### src/rtl/rf_wb_pkg.sv
// Shared types and widths for the register-file write-back front end.
`default_nettype none

package rf_wb_pkg;

  localparam int AW = 5;
  localparam int DW = 32;
  localparam logic [AW-1:0] REG_ZERO = '0;

  typedef struct packed {
    logic          valid;
    logic [AW-1:0] addr;
    logic [DW-1:0] data;
  } wb_entry_t;

endpackage

`default_nettype wire

### src/rtl/rf_wb_queue.sv
// Late-path write queue: ordered oldest-first, killed entries squeezed out each cycle.
`default_nettype none

module rf_wb_queue
  import rf_wb_pkg::*;
#(
  parameter int DEPTH = 4,
  localparam int CW = $clog2(DEPTH) + 1,
  localparam int IW = $clog2(DEPTH)
) (
  input  logic          clk,
  input  logic          rst_n,
  input  logic          push_i,
  input  wb_entry_t     push_entry_i,
  input  logic          pop_i,
  input  logic          kill_i,
  input  logic [AW-1:0] kill_addr_i,
  output wb_entry_t     head_o,
  output logic [CW-1:0] count_o,
  input  logic [AW-1:0] l1_addr_i,
  output logic          l1_hit_o,
  output logic [DW-1:0] l1_data_o,
  input  logic [AW-1:0] l2_addr_i,
  output logic          l2_hit_o,
  output logic [DW-1:0] l2_data_o
);

  wb_entry_t     ent_q [DEPTH];
  wb_entry_t     ent_d [DEPTH];
  logic [CW-1:0] cnt_q, cnt_d;
  logic [CW-1:0] fill;

  // Survivors are repacked from slot 0 so every stored entry is live and the
  // live count is also the occupancy; dead entries never block new pushes.
  always_comb begin
    for (int i = 0; i < DEPTH; i++) ent_d[i] = '0;
    fill = '0;
    for (int i = 0; i < DEPTH; i++) begin
      if (ent_q[i].valid && !(pop_i && (i == 0)) &&
          !(kill_i && (ent_q[i].addr == kill_addr_i))) begin
        ent_d[fill[IW-1:0]] = ent_q[i];
        fill = fill + CW'(1);
      end
    end
    if (push_i && (fill < CW'(DEPTH))) begin
      ent_d[fill[IW-1:0]]       = push_entry_i;
      ent_d[fill[IW-1:0]].valid = 1'b1;
      fill = fill + CW'(1);
    end
    cnt_d = fill;
  end

  always_ff @(posedge clk or negedge rst_n) begin
    if (!rst_n) begin
      for (int i = 0; i < DEPTH; i++) ent_q[i] <= '0;
      cnt_q <= '0;
    end else begin
      for (int i = 0; i < DEPTH; i++) ent_q[i] <= ent_d[i];
      cnt_q <= cnt_d;
    end
  end

  assign head_o  = ent_q[0];
  assign count_o = cnt_q;

  // Ascending scan so the youngest matching entry is the one that sticks.
  always_comb begin
    l1_hit_o  = 1'b0;
    l1_data_o = '0;
    l2_hit_o  = 1'b0;
    l2_data_o = '0;
    for (int i = 0; i < DEPTH; i++) begin
      if (ent_q[i].valid && (ent_q[i].addr == l1_addr_i)) begin
        l1_hit_o  = 1'b1;
        l1_data_o = ent_q[i].data;
      end
      if (ent_q[i].valid && (ent_q[i].addr == l2_addr_i)) begin
        l2_hit_o  = 1'b1;
        l2_data_o = ent_q[i].data;
      end
    end
  end

endmodule

`default_nettype wire

### src/rtl/rf_write_arbiter.sv
// Merges the ALU and late result paths onto the register file's single write port,
// with stale-write kill and decode forwarding.
`default_nettype none

module rf_write_arbiter #(
  parameter int DEPTH = 4,
  parameter int DW    = 32,
  parameter int AW    = 5,
  localparam int CW   = $clog2(DEPTH) + 1
) (
  input  logic          CLK,
  input  logic          rst,
  input  logic          a_valid,
  input  logic [AW-1:0] a_addr,
  input  logic [DW-1:0] a_data,
  input  logic          b_valid,
  output logic          b_ready,
  input  logic [AW-1:0] b_addr,
  input  logic [DW-1:0] b_data,
  output logic          WE3,
  output logic [AW-1:0] A3,
  output logic [DW-1:0] WD3,
  output logic [CW-1:0] q_count,
  input  logic [AW-1:0] f1_addr,
  output logic          f1_hit,
  output logic [DW-1:0] f1_data,
  input  logic [AW-1:0] f2_addr,
  output logic          f2_hit,
  output logic [DW-1:0] f2_data
);

  import rf_wb_pkg::wb_entry_t;
  import rf_wb_pkg::REG_ZERO;

  logic          we_q, we_d;
  logic [AW-1:0] a3_q, a3_d;
  logic [DW-1:0] wd3_q, wd3_d;

  logic          a_wr;
  logic          b_push;
  logic          pop;
  wb_entry_t     head;
  wb_entry_t     push_entry;
  logic          qh1, qh2;
  logic [DW-1:0] qd1, qd2;

  assign b_ready    = (q_count < CW'(DEPTH));
  assign a_wr       = a_valid && (a_addr != REG_ZERO);
  assign b_push     = b_valid && b_ready && (b_addr != REG_ZERO);
  assign pop        = !a_wr && head.valid;
  assign push_entry = '{valid: 1'b1, addr: b_addr, data: b_data};

  rf_wb_queue #(.DEPTH(DEPTH)) u_queue (
    .clk          (CLK),
    .rst_n        (rst),
    .push_i       (b_push),
    .push_entry_i (push_entry),
    .pop_i        (pop),
    .kill_i       (a_wr),
    .kill_addr_i  (a_addr),
    .head_o       (head),
    .count_o      (q_count),
    .l1_addr_i    (f1_addr),
    .l1_hit_o     (qh1),
    .l1_data_o    (qd1),
    .l2_addr_i    (f2_addr),
    .l2_hit_o     (qh2),
    .l2_data_o    (qd2)
  );

  always_comb begin
    we_d  = 1'b0;
    a3_d  = a3_q;
    wd3_d = wd3_q;
    if (a_wr) begin
      we_d  = 1'b1;
      a3_d  = a_addr;
      wd3_d = a_data;
    end else if (head.valid) begin
      we_d  = 1'b1;
      a3_d  = head.addr;
      wd3_d = head.data;
    end
  end

  always_ff @(posedge CLK or negedge rst) begin
    if (!rst) begin
      we_q  <= 1'b0;
      a3_q  <= '0;
      wd3_q <= '0;
    end else begin
      we_q  <= we_d;
      a3_q  <= a3_d;
      wd3_q <= wd3_d;
    end
  end

  assign WE3 = we_q;
  assign A3  = a3_q;
  assign WD3 = wd3_q;

  // Queued values are younger than the one sitting in the output stage.
  always_comb begin
    f1_hit  = 1'b0;
    f1_data = wd3_q;
    f2_hit  = 1'b0;
    f2_data = wd3_q;
    if (f1_addr != REG_ZERO) begin
      if (qh1) begin
        f1_hit  = 1'b1;
        f1_data = qd1;
      end else if (we_q && (a3_q == f1_addr)) begin
        f1_hit  = 1'b1;
      end
    end
    if (f2_addr != REG_ZERO) begin
      if (qh2) begin
        f2_hit  = 1'b1;
        f2_data = qd2;
      end else if (we_q && (a3_q == f2_addr)) begin
        f2_hit  = 1'b1;
      end
    end
  end

endmodule

`default_nettype wire

### config.mk
export PLATFORM = sky130hd
export DESIGN_NAME = rf_write_arbiter
export DESIGN_NICKNAME = d
export VERILOG_FILES = /design/src/rtl/rf_wb_pkg.sv /design/src/rtl/rf_wb_queue.sv /design/src/rtl/rf_write_arbiter.sv
export SDC_FILE = /design/constraint.sdc
export NUM_CORES = 1
export LEC_CHECK = 0
export CAP_MARGIN = 30
export CELL_PAD_IN_SITES_DETAIL_PLACEMENT = 1
export CELL_PAD_IN_SITES_GLOBAL_PLACEMENT = 1
export CORE_UTILIZATION = 45
export CTS_CLUSTER_DIAMETER = 40
export DETAILED_ROUTE_END_ITERATION = 10
export PLACE_DENSITY = 0.89
export SLEW_MARGIN = 10
export SYNTH_ARGS = -nofsm -noshare
export SYNTH_HDL_FRONTEND = slang
export SYNTH_SLANG_ARGS = --single-unit
### constraint.sdc
create_clock -name CLK -period 6.65 [get_ports CLK]
set_input_delay 1.6625 -clock CLK [delete_from_list [all_inputs] [get_ports CLK]]
set_output_delay 1.6625 -clock CLK [all_outputs]
set_load 0.1 [all_outputs]
==> results of run 1 <==
==> area by class of cell <==
class | count | area, sq um
multi-input cells | 1172 | 8230
diodes | 2 | 5.00
clock buffers | 17 | 425
clock inverters | 15 | 171
fillers | 3315 | 12300
repair buffers | 246 | 3120
flip-flops and latches | 193 | 4830
well taps | 390 | 488
inverters | 8 | 30.0
==> power by group through the flow <==
stage	clock (mW)	combinational [mW]	sequential [mW]
2_1_floorplan	0	2.95	2.29
3_3_place_gp	0	4.88	2.01
3_5_place_dp	0	5.00	2.03
4_1_cts	1.10	5.04	2.03
5_1_grt	1.14	5.25	2.08
6_report	1.10	5.11	2.07
==> logic make-up after synthesis <==
family / after synthesis / synth area share
buffers and inverters: 190 / 0.0563
adders and majority gates: 3 / 0.00277
DFF: 193 / 0.356
muxes: 149 / 0.126
AOI/OAI and AO/OA: 566 / 0.295
xor gates and xnor gates: 73 / 0.0472
and+or+nand+nor: 381 / 0.117
==> per-stage QoR <==
step	cell area, sq um	setup WS, ns
finish	17300	0.141
floorplan	13700	0.00393
CTS	17300	0.283
detailed placement	16700	0.310
global placement	16700	0.283
global route	17300	0.00453
==> path summary, 6_finish.rpt <==
| check | from | end | slack (ns) | cells past startpoint |
|---|---|---|---|---|
| max | f1_addr[0] | f1_data[31] | 0.14 | 10 |
| min | WD3[13] | WD3[13] | 0.64 | 2 |
| max reg2reg | u_queue.head_o[32] | u_queue.head_o[22] | 2.16 | 13 |
| min reg2reg | WD3[13] | WD3[13] | 0.64 | 2 |
| max in group asynchronous | rst | u_queue.ent_q[4] | 4.00 | 2 |
| min in group asynchronous | rst | WD3[8] | 1.29 | 1 |
==> routing by layer <==
| metal | GRT usage | vias up | share of wire |
|---|---|---|---|
| li1 | - | 5947 | - |
| met1 | 0.473 | 7380 | 0.36 |
| met2 | 0.641 | 1269 | 0.46 |
| met3 | 0.104 | 402 | 0.11 |
| met4 | 0.275 | 0 | 0.065 |
| met5 | 0 | - | 0 |
==> worst max-delay path: stages <==
cell,delay (ns)
sky130_fd_sc_hd__clkdlybuf4s50_1,0.58
sky130_fd_sc_hd__xor2_1,0.22
sky130_fd_sc_hd__nor4_1,0.37
sky130_fd_sc_hd__nand3_1,0.34
sky130_fd_sc_hd__nor2_2,0.23
sky130_fd_sc_hd__buf_4,0.32
sky130_fd_sc_hd__a221o_1,0.20
sky130_fd_sc_hd__o211ai_1,0.08
sky130_fd_sc_hd__a31oi_1,0.56
sky130_fd_sc_hd__buf_12,0.25
==> cells in the mapped netlist, types with 31 or more instances <==
master	count
sky130_fd_sc_hd__a21oi_1	66
sky130_fd_sc_hd__a22o_1	75
sky130_fd_sc_hd__a21o_1	37
sky130_fd_sc_hd__a31oi_1	39
sky130_fd_sc_hd__xnor2_1	42
sky130_fd_sc_hd__o211ai_1	33
sky130_fd_sc_hd__nor2_1	110
sky130_fd_sc_hd__xor2_1	31
sky130_fd_sc_hd__a221oi_1	37
sky130_fd_sc_hd__a221o_1	33
sky130_fd_sc_hd__a22oi_1	38
sky130_fd_sc_hd__mux2i_1	37
sky130_fd_sc_hd__dfrtp_1	193
sky130_fd_sc_hd__nand2_1	189
sky130_fd_sc_hd__clkbuf_1	147
sky130_fd_sc_hd__a311oi_1	33
sky130_fd_sc_hd__mux2_2	76
sky130_fd_sc_hd__nand3_1	45
sky130_fd_sc_hd__o21ai_0	152
==> flip-flops by register name, summed over array words and instances (netlist names) <==
name and count:
u_queue.ent_q 114, u_queue.count_o 3, WD3 32, u_queue.head_o 38
A3 5, WE3 1
==> run metrics, run 1 <==
outcome complete, no violations; CP Data Required Time 4.99 ns; post-synthesis async set-or-reset flop share 1.00; class of the worst hold path reg -> reg; floorplan die height 176 um; aggregate global routing overflow 0; number of antenna violations at the first check in global routing 1; fraction of the yosys area taken by sequential cells 0.356; Switching Fraction 0.544; die area 0.0308 sq mm; top-area cell type share of the netlist area 0.356; std cell rows 63; Yosys top cell by area sky130_fd_sc_hd__dfrtp_1; Lkg Pwr 7.33 nW; clock tree root driver cell sky130_fd_sc_hd__clkbuf_16; post-synthesis instance area 0.0136 sq mm; number of placed I/O pins 196; clock slew at reported path FFs 0.08 ns; Resize count post-CTS 0; relative contribution of sequential cells to total power 0.250; count of non-filler cells in the finished layout 2043; average vias per placed instance 7.34; count of unresolved DRC violations after routing 0; leading register cell type out of synthesis sky130_fd_sc_hd__dfrtp_1; number of buffers added on ports 195; maximum clock insertion buffer count 2; total power per unit cell area 479 mW/mm^2; pin count of the biggest net entering global routing 96; TritonCTS sink count 193; Worst Max-Slew Pin Slew 1.01 ns; number of cells in the design after placement 2009; VDD IR-drop max 365 uV; minimum period implied by the final worst setup slack 6.51 ns; initial DRC count 1910; Mapped Nets 1646; Internal Dissipation 3.77 mW; number of H-tree levels 4; routed vias 14998; final net count 1729; via count of the first global-routing pass 15979; Power, Total 8.28 mW; Arrival @ worst endpoint 4.85 ns; remaining max-slew budget at the tightest pin 0.322; register bit count reported by yosys 193; x dimension of the die 176 um; startpoint types primary input; TritonCTS clock tree yes; most frequent standard cell in the layout excluding fill and tap cells sky130_fd_sc_hd__dfrtp_1; Worst Hold Margin 0.644 ns; EDFF count, synth 0; total of endpoints with negative setup slack in the final report 0; global-route wire length before repair 94300 um; final worst-path cycle share 0.979; switching power of the nets 4.50 mW; most frequent cells in the layout sky130_fd_sc_hd__dfrtp_1, sky130_fd_sc_hd__nand2_1, sky130_fd_sc_hd__o21ai_0; last weighted congestion value of the routability-driven placer 0.962; number of optimization iterations in the first detailed-route pass 6; Detailed Place HPWL 36000 um; total routing usage reported by global routing 0.401; post-route ant nets 0; number of buffers inserted by hold repair at cts 0; share of total power in combinational logic 0.618; Total Neg Setup Slack 0 ns; final number of hold-violating endpoints 0; kind of end point of the critical path output port; total of max-cap violations 0; total setup buffers inserted after CTS 0; initial core utilization 0.457; largest clock skew in the final design 0.0173 ns; Floorplan Core Area 0.0296 sq mm; yosys warns 0; Area Overhead vs Synth 27.6%; count of unique library cells instantiated by Yosys 57; RSZ-0062 raised after global routing no; Post-Syn Area per Cell 8.71 sq um; average wire per standard cell 30.2 um; Finished Core Util 0.584; post-detailed-routing wire length 61600 um; maximum clock frequency 0.154 GHz; Cells after Synth 1555; largest fanout on the critical path 17; Clk Latency, worst-skew pair 0.47 ns; fin. max-slew vios 0; CP Class in -> out; main area contributors after synthesis sky130_fd_sc_hd__dfrtp_1, sky130_fd_sc_hd__mux2_2, sky130_fd_sc_hd__o21ai_0; clock group share of total power 0.132; number of buffers created by CTS 17; share of cells above drive strength 1 0.181
(Power assumes the default switching activity.)
==> run 2, diff against run 1 <==
Settings changed: HOLD_SLACK_MARGIN set to 0.02.
==> results of run 2 <==
Final layout, timing and power as in run 1 (identical DEF).
==> run 3, diff against run 2 <==
Settings changed: ABC_CLOCK_PERIOD_IN_PS set to 5800, CORE_UTILIZATION 45 to 38, PLACE_DENSITY 0.89 to 0.81.
Clock period 6.65 ns to 5.8 ns, I/O delays scaled along.
==> run metrics, run 3 (synthesis results as in run 1) <==
outcome complete, no violations; number of H-tree levels 4; std cell rows 68; routed vias 14242; count of non-filler cells in the finished layout 2120; total routing usage reported by global routing 0.323; last weighted congestion value of the routability-driven placer 0.934; most frequent cells in the layout sky130_fd_sc_hd__dfrtp_1, sky130_fd_sc_hd__nand2_1, sky130_fd_sc_hd__o21ai_0; final-layout fill cell count 3835; Detailed Place HPWL 36700 um; pin count of the biggest net entering global routing 91; VDD IR-drop max 402 uV; post-route ant nets 0; register with the most flip-flops u_queue.ent_q; Internal Dissipation 4.37 mW; Clk Latency, worst-skew pair 0.46 ns; Arrival @ worst endpoint 4.23 ns; cell count of the worst hold path 2; relative contribution of sequential cells to total power 0.247; critical path depth 10; Area Overhead vs Synth 31.4%; largest fanout on the critical path 14; total of endpoints with negative setup slack in the final report 0; total power per unit cell area 531 mW/mm^2; number of optimization iterations in the first detailed-route pass 6; Floorplan Core Area 0.0348 sq mm; minimum period implied by the final worst setup slack 5.68 ns; initial DRC count 1537; final net count 1742; RSZ-0062 raised after global routing no; startpoint types primary input; cell chain of the critical path clkdlybuf4s50_1, xor2_1, nor4_1, and3_1, buf_4, nand3_1, a311oi_1, a21oi_1, a21oi_2, buf_12; number of buffer and inverter stages on the critical path 3; reg-to-reg slack, setup 1.71 ns; x dimension of the die 191 um; switching power of the nets 5.07 mW; floorplan die height 191 um; average wire per standard cell 27.5 um; share of total power in combinational logic 0.628; Worst Reg-to-Reg Cells 10; clock tree root driver cell sky130_fd_sc_hd__clkbuf_16; maximum clock frequency 0.176 GHz; global-route wire length before repair 90300 um; number of antenna violations at the first check in global routing 1; post-detailed-routing wire length 58300 um; FF-to-FF Start u_queue.head_o[37]; TritonCTS sink count 193; largest clock skew in the final design 0.0229 ns; initial core utilization 0.389; CP Data Required Time 4.35 ns; number of buffers created by CTS 17; maximum clock insertion buffer count 2; most frequent standard cell in the layout excluding fill and tap cells sky130_fd_sc_hd__dfrtp_1; fin. max-slew vios 0; number of placed I/O pins 196; remaining max-slew budget at the tightest pin 0.331; die area 0.0364 sq mm; Hold Path Sink WD3[11]; kind of end point of the critical path output port; Lkg Pwr 7.44 nW; delay of the slowest critical-path stage 0.61 ns; final number of hold-violating endpoints 0; number of buffers inserted by hold repair at cts 0; number of cells in the design after placement 2087; TritonCTS clock tree yes; Worst Max-Slew Pin Slew 1.00 ns; clock group share of total power 0.125; Switching Fraction 0.537; total of max-cap violations 0; number of buffers added on ports 195; count of unresolved DRC violations after routing 0; final worst-path cycle share 0.979; start point of the worst hold path WD3[11]; via count of the first global-routing pass 15180; average vias per placed instance 6.72; clock slew at reported path FFs 0.09 ns; aggregate global routing overflow 0; class of the worst hold path reg -> reg; Finished Core Util 0.512; flip-flop count of the largest register, all copies and words added 114; slowest CP cell sky130_fd_sc_hd__clkdlybuf4s50_1; r2r endpoint u_queue.head_o[0]; share of cells above drive strength 1 0.217; CP Class in -> out; largest delay contributor family on the critical path buffers and inverters
-- run 3: changes by cell type in the layout (fill, tap and decap cells not counted), moves of 2 or more --
cell / change
sky130_fd_sc_hd__a21oi_1: -32
sky130_fd_sc_hd__a21oi_2: +32
sky130_fd_sc_hd__a31oi_1: -15
sky130_fd_sc_hd__a31oi_2: +15
sky130_fd_sc_hd__buf_12: +10
sky130_fd_sc_hd__clkinv_4: +4
sky130_fd_sc_hd__buf_4: +2
sky130_fd_sc_hd__clkinv_8: -2
sky130_fd_sc_hd__inv_6: -2
sky130_fd_sc_hd__nor2_2: -2
sky130_fd_sc_hd__nor2_4: +2
-- run 3: area by class of cell --
cell class                      count  area (sq um)  area share
Multi-Input combinational cell   1172          8450       0.475
Clock inverter                     15           128     0.00717
Antenna cell                        1          2.50    0.000141
Sequential cell                   193          4830       0.271
Clock buffer                       17           425      0.0239
Tap cell                          455           569      0.0320
Timing Repair Buffer              259          3360       0.189
Inverter                            8          30.0     0.00169
-- run 3: worst max path at each step --
stage,startpoint,endpoint,slack (ns)
floorplan,f1_addr[1],f1_data[24],-0.01
detailed placement,f1_addr[2],f1_data[15],0.17
global placement,f1_addr[2],f1_data[15],0.17
finish,f2_addr[3],f2_data[2],0.12
global route,f2_addr[3],f2_data[15],0.01
CTS,f1_addr[2],f1_data[14],0.1
-- run 3: power groups by stage --
stage / logic, mW / clock network, mW / registers [mW]
after floorplan: 3.46 / 0 / 2.62
after detailed placement: 5.89 / 0 / 2.32
after CTS: 5.91 / 1.19 / 2.30
after global placement: 5.77 / 0 / 2.29
after global routing: 6.15 / 1.24 / 2.37
final: 5.93 / 1.18 / 2.33
-- run 3: per-stage QoR --
| stage | hold slack [ns] | area, sq um | setup slack [ns] | power, mW | setup TNS (ns) |
|---|---|---|---|---|---|
| floorplan | 0.578 | 13900 | -0.0112 | 6.08 | -0.0784 |
| global placement | 0.612 | 17200 | 0.174 | 8.06 | 0 |
| detailed placement | 0.616 | 17200 | 0.170 | 8.22 | 0 |
| CTS | 0.636 | 17800 | 0.0981 | 9.41 | 0 |
| global route | 0.678 | 17800 | 0.0110 | 9.75 | 0 |
| finish | 0.631 | 17800 | 0.120 | 9.45 | 0 |
-- run 3: tightest hold or removal path: stages (launching register included) --
cell and delay (ns):
sky130_fd_sc_hd__dfrtp_1 0.39, sky130_fd_sc_hd__mux2i_1 0.08, sky130_fd_sc_hd__o21ai_0 0.13
-- run 3: routing by layer --
| metal | part of all wire | GRT usage |
|---|---|---|
| met1 | 0.40 | 0.404 |
| met3 | 0.072 | 0.0530 |
| met5 | 0 | 0 |
| met4 | 0.038 | 0.144 |
| met2 | 0.49 | 0.545 |
-- run 3: repair_timing --
item | in CTS | in global routing
setup buffers | 0 | 0
endpoints found under the hold margin | 0 | 0
gates resized for setup | 0 | 1
endpoints found under the setup margin | 0 | 1
